$ cat config.mk
export PLATFORM = sky130hd
export DESIGN_NAME = down_counter_timer
export DESIGN_NICKNAME = d
export VERILOG_FILES = /design/src/rtl/down_counter_timer.sv
export SDC_FILE = /design/constraint.sdc
export NUM_CORES = 1
export LEC_CHECK = 0
export CAP_MARGIN = 40
export CORE_MARGIN = 10
export CORE_UTILIZATION = 28
export CTS_BUF_LIST = sky130_fd_sc_hd__clkbuf_8 sky130_fd_sc_hd__clkbuf_16
export DETAILED_ROUTE_END_ITERATION = 7
export PLACE_DENSITY = 0.55
export SLEW_MARGIN = 20
export SYNTH_ARGS = -nofsm -noshare
export SYNTH_HDL_FRONTEND = slang
export SYNTH_SLANG_ARGS = --single-unit
export TNS_END_PERCENT = 30
$ cat constraint.sdc
create_clock -name clk -period 3.2 [get_ports clk]
set_input_delay 0.64 -clock clk [delete_from_list [all_inputs] [get_ports clk]]
set_output_delay 0.64 -clock clk [all_outputs]
set_load 0.01 [all_outputs]
$ cat src/rtl/down_counter_timer.sv
// Loadable down-counter / countdown timer with a one-cycle done pulse at terminal count.
// Optional periodic reload at terminal count: define DOWN_COUNTER_TIMER_RELOAD_EN.
module down_counter_timer #(
  parameter int unsigned WIDTH = 4
) (
  input  logic             clk,
  input  logic             rst,
  input  logic             load,
  input  logic [WIDTH-1:0] load_val,
  input  logic             en,
  output logic [WIDTH-1:0] count,
  output logic             busy,
  output logic             zero,
  output logic             done
);

  typedef enum logic {
    IDLE = 1'b0,
    RUN  = 1'b1
  } state_t;

  state_t           state_q;
  state_t           state_d;
  logic [WIDTH-1:0] count_d;
  logic             done_d;
  logic             busy_d;
  logic             zero_d;

`ifdef DOWN_COUNTER_TIMER_RELOAD_EN
  logic [WIDTH-1:0] reload_q;

  // Start value remembered for the periodic restart.
  always_ff @(posedge clk or negedge rst) begin
    if (!rst) begin
      reload_q <= '0;
    end else if (load) begin
      reload_q <= load_val;
    end
  end
`endif

  // State and output registers.
  always_ff @(posedge clk or negedge rst) begin
    if (!rst) begin
      state_q <= IDLE;
      count   <= '0;
      busy    <= 1'b0;
      zero    <= 1'b1;
      done    <= 1'b0;
    end else begin
      state_q <= state_d;
      count   <= count_d;
      busy    <= busy_d;
      zero    <= zero_d;
      done    <= done_d;
    end
  end

  // Next state and next count: load beats decrement beats hold.
  always_comb begin
    state_d = state_q;
    count_d = count;
    done_d  = 1'b0;
    if (load) begin
      count_d = load_val;
      state_d = (load_val != '0) ? RUN : IDLE;
    end else if ((state_q == RUN) && en) begin
      if (count == WIDTH'(1)) begin
        done_d  = 1'b1;
`ifdef DOWN_COUNTER_TIMER_RELOAD_EN
        count_d = reload_q;
`else
        count_d = '0;
        state_d = IDLE;
`endif
      end else begin
        count_d = count - WIDTH'(1);
      end
    end
  end

  // Status flags follow the next state/count so they line up with the registered count.
  always_comb begin
    busy_d = 1'b0;
    zero_d = 1'b0;
    busy_d = (state_d == RUN);
    zero_d = (count_d == '0);
  end

endmodule

==> results.md, run 1 <==
- For the final database, setup skew stands at roughly 0.0038 ns.
- The routed layout has between 300 and 400 vias.
- After detailed routing, the number of vias per cell comes to 5.043.
- In the synthesized netlist the dominant register cell turns out to be sky130_fd_sc_hd__dfrtp_1.
- The core region area is 1334 sq um.
- The maximum ir drop on the vdd rail is roughly 0.22 mV.
- The die extent in y is 57.88 um.
- TritonCTS built the clock tree.
- The first detailed-routing pass took 4 iterations.
- The final core utilization is 44.56%.
- The post-route netlist has 16.67% of its cells at a drive strength greater than 1.
- Walking the worst path, the cells encountered are clkdlybuf4s50_1 > nor2b_1 > a221o_1 > nor4_2.
- The post-synthesis cell type with the largest combined area is sky130_fd_sc_hd__dfrtp_1.
- The initial antenna violation count is 0.
- After clock tree synthesis, the flow added hold-fix buffers numbering 0.
- The type of destination of the critical path is a flop.
- Setup violations remaining at the end of the flow were counted as 0.
- The DRC violation count after routing is 0.
- The worst slack after detailed placement is 1.073 ns.
- The distinct cell type count after synthesis is 24.
- The antenna violation net count after detailed routing is 0.
- The largest individual stage delay along the critical path comes from the cell sky130_fd_sc_hd__clkdlybuf4s50_1.
- The number of nets produced by synthesis is between 40 and 50.
- Derived from the worst setup path, the maximum achievable clock frequency is ~510 MHz.
- Counting flops with an async set or reset pin after synthesis yields a share of 100.0%.
- After detailed routing, the average wire length per cell comes to about 15 um.
- The synthesized netlist devotes under 10% of its cell area to adder and majority cells.
- The count of port buffers added during placement is 14.
- The clock root buffer is sky130_fd_sc_hd__clkbuf_8.
- Measured against its own limit, the worst slew margin works out to between 70% and 80%.
- The synthesized design devotes to its leading area cell type a little under two fifths of total area.
- The maximum level of the CTS H-tree is 1.
- The number of setup buffers added after CTS is 0.
- The initial utilization of the core area, before any placement, comes to a little under a third.
- At the worst endpoint, the required time is 3.32 ns.
- The first global-routing pass estimated roughly 1.8 mm of wire.
- Registers are responsible for 37.0% of the overall power.
- At the pin with the least slew margin, the transition time is about 0.35 ns.
- Ranked by total cell area, the synthesized netlist is headed by sky130_fd_sc_hd__dfrtp_1, sky130_fd_sc_hd__dfstp_2, sky130_fd_sc_hd__ha_1, sky130_fd_sc_hd__nor2b_1, sky130_fd_sc_hd__o41ai_2.
- The number of clock sinks seen by CTS is 7.
- The final worst slack is 1.257 ns.
- From left edge to right edge, the die measures roughly 58 um.
- The number of instances in the synthesized netlist is 37.
- The flow ran to the end, and the final reports show no timing, DRC or antenna violations.
- The register bit count reported by yosys is 7.
- The peak per-stage delay on the critical path is between 0.6 and 0.7 ns.
- The initialized floorplan defines 13 standard-cell rows.
- The internal power of the cells is about 0.22 mW.
- The final count of pins violating max slew is 0.
- The total power is between 0.2 and 0.3 mW.
- Clock latency on the worst-skew pair, taken at its later pin, is 0.22 ns.
- The sum of net half-perimeters after detailed placement is ~830 um.
- The final hold slack is around 0.65 ns.
- The worst path arrival time is a little over 2 ns.
- The maximum number of pins on one net before global-route repair is 12.
- The startpoint type of the worst setup path is an input port.
- Setup repair after global routing left no endpoint under its margin.
- TritonCTS created 3 clock buffers.
- Among all cell types in the netlist, the one instantiated most often is sky130_fd_sc_hd__dfrtp_1.
- The analysis attributes to net switching a power of around 0.08 mW.
- The tool flagged a number of max-cap violations equal to 0.
- By area, the combinational part of the netlist is dominated by simple AND/OR/NAND/NOR gates.
- Subtracting the final worst setup slack from the clock period gives 1.943 ns.
- 0 antenna diodes ended up in the layout.
- The total congestion overflow is 0.
- Summing the areas of all xor and xnor instances in the mapped netlist gives 0% of the synthesized area.
- The worst setup path is of the in -> reg kind.
- The fraction of synthesized area in multiplexers is roughly 5.3%.
- The DRC violation total after the first TritonRoute iteration is 9.
- Clock-pin slew was measured on the worst setup and hold paths at around 0.040 ns.
- Of the total power, the share spent switching nets is 26.54%.
- Counting along the longest clock path gives a buffer depth of 2.
- The register area share after synthesis is about 44%.
- After synthesis, the most frequently instantiated cells are sky130_fd_sc_hd__dfrtp_1, sky130_fd_sc_hd__inv_1, sky130_fd_sc_hd__nor2b_1.
- The warning count from the yosys run is 0.
- The overall track demand over capacity in global routing is 6.504%.
- The synthesis-to-layout area growth is 47.98%.
- Summing all non-filler instances in the final layout gives an area of 594.3 sq um.
- Averaged over all synthesized cells, the footprint is around 11 sq um.
- Dividing total power by cell area gives a power density of 501.6 nW/um^2.
- Summed over all failing endpoints, the final setup total negative slack is 0 ns.
- In the final design database the tool counted 65 nets.
- The total wire length is 1.045 mm.
- The die covers roughly 3300 sq um.
- The final cell count without fillers is 69.
- In this run the worst path has a maximum fanout of 11.
- The number of synthesized flops with an enable pin is 0.
- Summing every instance area after synthesis gives ~400 sq um.
- After detailed placement, the total cell area comes to 549.3 sq um.
- The final period utilization is roughly three fifths.
- Routability-driven placement finished with a final weighted congestion of 0.7962.
- The synthesized netlist devotes 19.00% of its cell area to compound gates.
- The via count of the first global-routing pass came to 363.
- The count of final hold-check violations is 0.
- The path class of the tightest hold or removal check is reg -> reg.
- In this run, the combinational gates consume roughly a quarter of the power.
- The number of instances resized during post-cts repair is 0.
- The simple-gate area share of the yosys netlist is approximately 20%.
- The relative contribution of the clock network to total power is approximately two fifths.
- Summed over all cells, the static leakage comes to roughly 0.25 nW.
- The total instance count after detailed placement is 65.
- The number of top-level pins is 15.
-- power groups by stage --
stage | combinational, mW | sequential [mW] | clock (mW)
after global placement | 0.0699 | 0.111 | 0
after global routing | 0.0769 | 0.112 | 0.130
final | 0.0703 | 0.110 | 0.117
after floorplan | 0.0314 | 0.113 | 0
after detailed placement | 0.0700 | 0.112 | 0
after CTS | 0.0709 | 0.110 | 0.121
-- cells in the final DEF (no fill, tap or decap), drive strengths merged --
cell type       n
dfrtp           6
nor3b           2
ha              2
inv             4
dfstp           1
a2111oi         1
clkbuf          3
nor3            1
nor2b           3
mux2            1
a221o           1
a21oi           3
clkdlybuf4s50  14
nand2           3
a41oi           1
nor4            1
mux2i           1
o21ai           1
or3             1
o41ai           2
nor2            1
nand3           1
-- kinds of logic after synthesis --
family	after synthesis
AND/OR/NAND/NOR	13
AO/OA/AOI/OAI	9
flip-flops	7
buffers and inverters	4
multiplexers	2
adder cells (fa/ha/maj)	2
-- worst max-delay path, delay by kind of cell --
family                 cells  cell delay, ns
buffers and inverters      1            0.67
AND/OR/NAND/NOR            2            0.39
AO/OA/AOI/OAI              1            0.36
-- layout make-up --
type | count | area, sq um
Clock inverter | 1 | 3.754
Fill cell | 133 | 739.5
Clock buffer | 3 | 41.29
Inverter | 3 | 11.26
Sequential cell | 7 | 176.4
Tap cell | 15 | 18.77
Multi-Input combinational cell | 26 | 202.7
Timing Repair Buffer | 14 | 140.1
-- worst paths after layout --
path	slack, ns	from	to	cells after the start
max in group asynchronous	2.24	rst	zero$_DFF_PN1_	1
min in group asynchronous	0.67	rst	count[3]$_DFF_PN0_	1
min	0.65	state_q$_DFFE_PN0P_	state_q$_DFFE_PN0P_	2
max reg2reg	1.57	count[0]$_DFF_PN0_	zero$_DFF_PN1_	6
min reg2reg	0.65	state_q$_DFFE_PN0P_	state_q$_DFFE_PN0P_	2
max	1.26	load	zero$_DFF_PN1_	4
-- routing by layer --
layer / routed length [um] / share of wire, % / global-route usage (%) / vias up
met5: 0 / 0 / 0 / -
met4: 0 / 0 / 2.013 / 0
met3: 40 / 3.8 / 2.832 / 0
met2: 487 / 47 / 10.28 / 6
met1: 517 / 49 / 7.692 / 173
li1: - / - / - / 169
-- state kept, by name, indices dropped and copies added, names as in the netlist --
name and cells:
count 4, zero 1, state_q 1, done 1
(Power assumes the default switching activity.)
==> run 2, diff against run 1 <==
Clock period 3.2 ns to 2 ns, I/O delays scaled along.
==> results.md, run 2 (synthesized netlist as in run 1, its figures left out) <==
- The core region area is 1334 sq um (unchanged).
- The worst clock skew on the final layout is 0.001682 ns (was 0.003838 ns).
- The count of TritonRoute iterations in the first routing pass is 4 (unchanged).
- The detail-routed via count per cell came to 5.086 (was 5.043).
- The buffers plus inverters on the worst setup path is 1 (unchanged).
- The smallest clock period supported by the final layout is computed as 1.654 ns.
- The power density over the cells is 790.0 nW/um^2 (was 501.6 nW/um^2).
- The maximum level of the CTS H-tree was 1 (unchanged).
- The final core utilization is 45.12% (was 44.56%).
- Unrepaired setup endpoints after global routing: no (unchanged).
- The number of hold buffers added after CTS was 0 (unchanged).
- The switching part of the total came to 26.11% (was 26.54%).
- The setup fix buffers added after clock tree synthesis was 0 (unchanged).
- The number of CTS-inserted buffers is 3 (unchanged).
- Commonest non-fill, non-tap cells in the layout: sky130_fd_sc_hd__clkdlybuf4s50_1, sky130_fd_sc_hd__dfrtp_1, sky130_fd_sc_hd__inv_1 (unchanged).
- The commonest non-fill, non-tap cell in the layout was sky130_fd_sc_hd__clkdlybuf4s50_1 (unchanged).
- The total power came to 0.4754 mW (was 0.2981 mW).
- The clock root buffer is sky130_fd_sc_hd__clkbuf_8 (unchanged).
- The reported net switching power is 0.1241 mW (was 0.07911 mW).
- The sum of net half-perimeters after detailed placement is 878.8 um (was 829.2 um).
- The initial cell density of the core is 30.11% (unchanged).
- The path type of the worst setup path is reg -> out (was in -> reg).
- The number of cells on the worst reg-to-reg path is 6 (unchanged).
- The sequential cell fraction of total power was 37.2% (was 37.0%).
- The setup TNS after final layout is 0 ns (unchanged).
- The peak per-stage delay on the critical path is 0.53 ns (was 0.67 ns).
- The area enclosed by the die boundary was 3350 sq um (unchanged).
- The maximum ir drop on the vdd rail was 0.3144 mV (was 0.2210 mV).
- The DRC violation total after the first TritonRoute iteration is 2 (was 9).
- The class of the tightest hold or removal check was in -> async (was reg -> reg).
- The number of clock sinks seen by CTS is 7 (unchanged).
- The gate family responsible for the most delay along the worst path is buffers and inverters (unchanged).
- The sequential cell area in the final layout is 176.4 sq um (unchanged).
- The clock tree buffer depth is 2 (unchanged).
- Run status: finished clean (unchanged).
- The final count of pins violating max slew is 0 (unchanged).
- The average wire per standard cell came to 14.86 um (was 15.14 um).
- The internal power of the cells is 0.3513 mW (was 0.2190 mW).
- The CTS tree is done (unchanged).
- The worst-case headroom to the max-slew limit is 72.40% (was 75.86%).
- The count of port buffers added during placement came to 14 (unchanged).
- The number of flip-flops under the largest register name is 4 (unchanged).
- The setup violation total in the final timing report is 0 (unchanged).
- The antenna violation net count after detailed routing was 0 (unchanged).
- The worst path arrival time is 1.25 ns (was 2.06 ns).
- The relative contribution of the clock network to total power came to 39.2% (was 39.4%).
- The count of final hold-check violations is 0 (unchanged).
- The fill cell instance count of the final layout was 127 (was 133).
- The via count of the first global-routing pass came to 387 (was 363).
- The logic gate share of total power was 23.6% (about the same).
- The clock transition at the register clock pins on the worst setup and hold paths after CTS is 0.04 ns (about the same).
- The total wire length is 1.040 mm (was 1.045 mm).
- Critical path cell sequence: clkdlybuf4s50_1 (was clkdlybuf4s50_1 > nor2b_1 > a221o_1 > nor4_2).
- The type of destination of the critical path is a primary output (was flop).
- The maximum number of pins on one net before global-route repair came to 8 (was 12).
- The global-route wire length before repair came to 1.821 mm (was 1.759 mm).
- The combined area of the multi-input logic cells is 202.7 sq um (unchanged).
- The initial antenna violation count is 0 (unchanged).
- The insertion delay of the later-clocked pin in the worst-skew pair came to 0.22 ns (about the same).
- The width of the die is 57.88 um (unchanged).
- The number of diodes added for antenna fixing is 0 (unchanged).
- The synthesis-to-layout area growth is 49.84% (was 47.98%).
- The startpoint type of the worst setup path is a flop (was input port).
- The cell with the largest stage delay on the worst path is sky130_fd_sc_hd__clkdlybuf4s50_1 (unchanged).
- The leakage power summed over all cells is 0.2516 nW (was 0.2468 nW).
- The overall track demand over capacity in global routing came to 6.754% (was 6.504%).
- The number of top-level pins is 15 (unchanged).
- The slew of the pin with the lowest slew margin is 0.4036 ns (was 0.3530 ns).
- The max-cap check violation count is 0 (unchanged).
- The maximum fanout count along the critical path is 1 (was 11).
- The weighted congestion at the end of routability-driven global placement came to 0.8087 (was 0.7962).
- The logic depth of the worst path, buffers included came to 1 (was 4).
- The via count of the routed design is 356 (was 348).
- The total congestion overflow is 0 (unchanged).
- The top achievable clock speed is ~600 MHz.
- Of the available clock period, the critical path in the final layout requires between 80% and 90%.
- The number of instances resized during post-cts repair is 0 (unchanged).
- The DRC violation count after routing is 0 (unchanged).
- The die extent in y is 57.88 um (unchanged).
- The required time of the critical path is 1.60 ns (was 3.32 ns).
- The share of cells above drive strength 1 came to 18.18% (was 16.67%).
- The final net count is 66 (was 65).
- The standard-cell row count came to 13 (unchanged).
- The largest register by flop count is count (unchanged).
-- run 2: cell count changes in the layout (fill, tap and decap cells not counted), sizes merged --
| cell | delta |
|---|---|
| buf | +1 |
-- run 2: final cells by class --
type                       instances  share of cell area [%]
sequential                         7                   29.31
multi-input combinational         26                   33.68
inverter                           3                   1.871
clock buffer                       3                   6.861
timing repair buffer              15                   24.53
tap                               15                   3.119
clock inverter                     1                  0.6237
-- run 2: power by group through the flow --
stage,Clock (mW),Combinational [mW],Sequential [mW]
after floorplan,0,0.0502,0.181
after global placement,0,0.112,0.177
after detailed placement,0,0.113,0.179
after CTS,0.191,0.114,0.177
after global routing,0.205,0.124,0.179
final,0.186,0.112,0.177
-- run 2: path summary, 6_finish.rpt --
path	startpoint	to	slack, ns
worst max-delay path	zero$_DFF_PN1_	zero	0.35
worst min-delay path	rst	state_q$_DFFE_PN0P_	0.43
worst max register to register	count[0]$_DFF_PN0_	zero$_DFF_PN1_	0.35
worst min register to register	state_q$_DFFE_PN0P_	state_q$_DFFE_PN0P_	0.63
max in group asynchronous	rst	zero$_DFF_PN1_	1.28
min in group clk	state_q$_DFFE_PN0P_	state_q$_DFFE_PN0P_	0.63
-- run 2: metal layers --
layer / share of wire [%] / vias up / track usage (%) / wire length (um)
li1: - / 173 / - / -
met1: 41 / 173 / 6.926 / 425
met2: 52 / 8 / 11.50 / 536
met3: 5.9 / 2 / 2.397 / 61
met4: 1.6 / 0 / 4.027 / 17
met5: 0 / - / 0 / 0
-- run 2: through the flow --
stage	cells	setup WS, ns	instance area [sq um]	hold WS [ns]
after floorplan	37	0.5187	401.6	0.1044
after global placement	66	0.2190	556.8	0.6327
after detailed placement	66	0.1682	556.8	0.6085
after CTS	70	0.3284	601.8	0.4454
after global routing	70	0.2585	601.8	0.4568
final	70	0.3464	601.8	0.4344
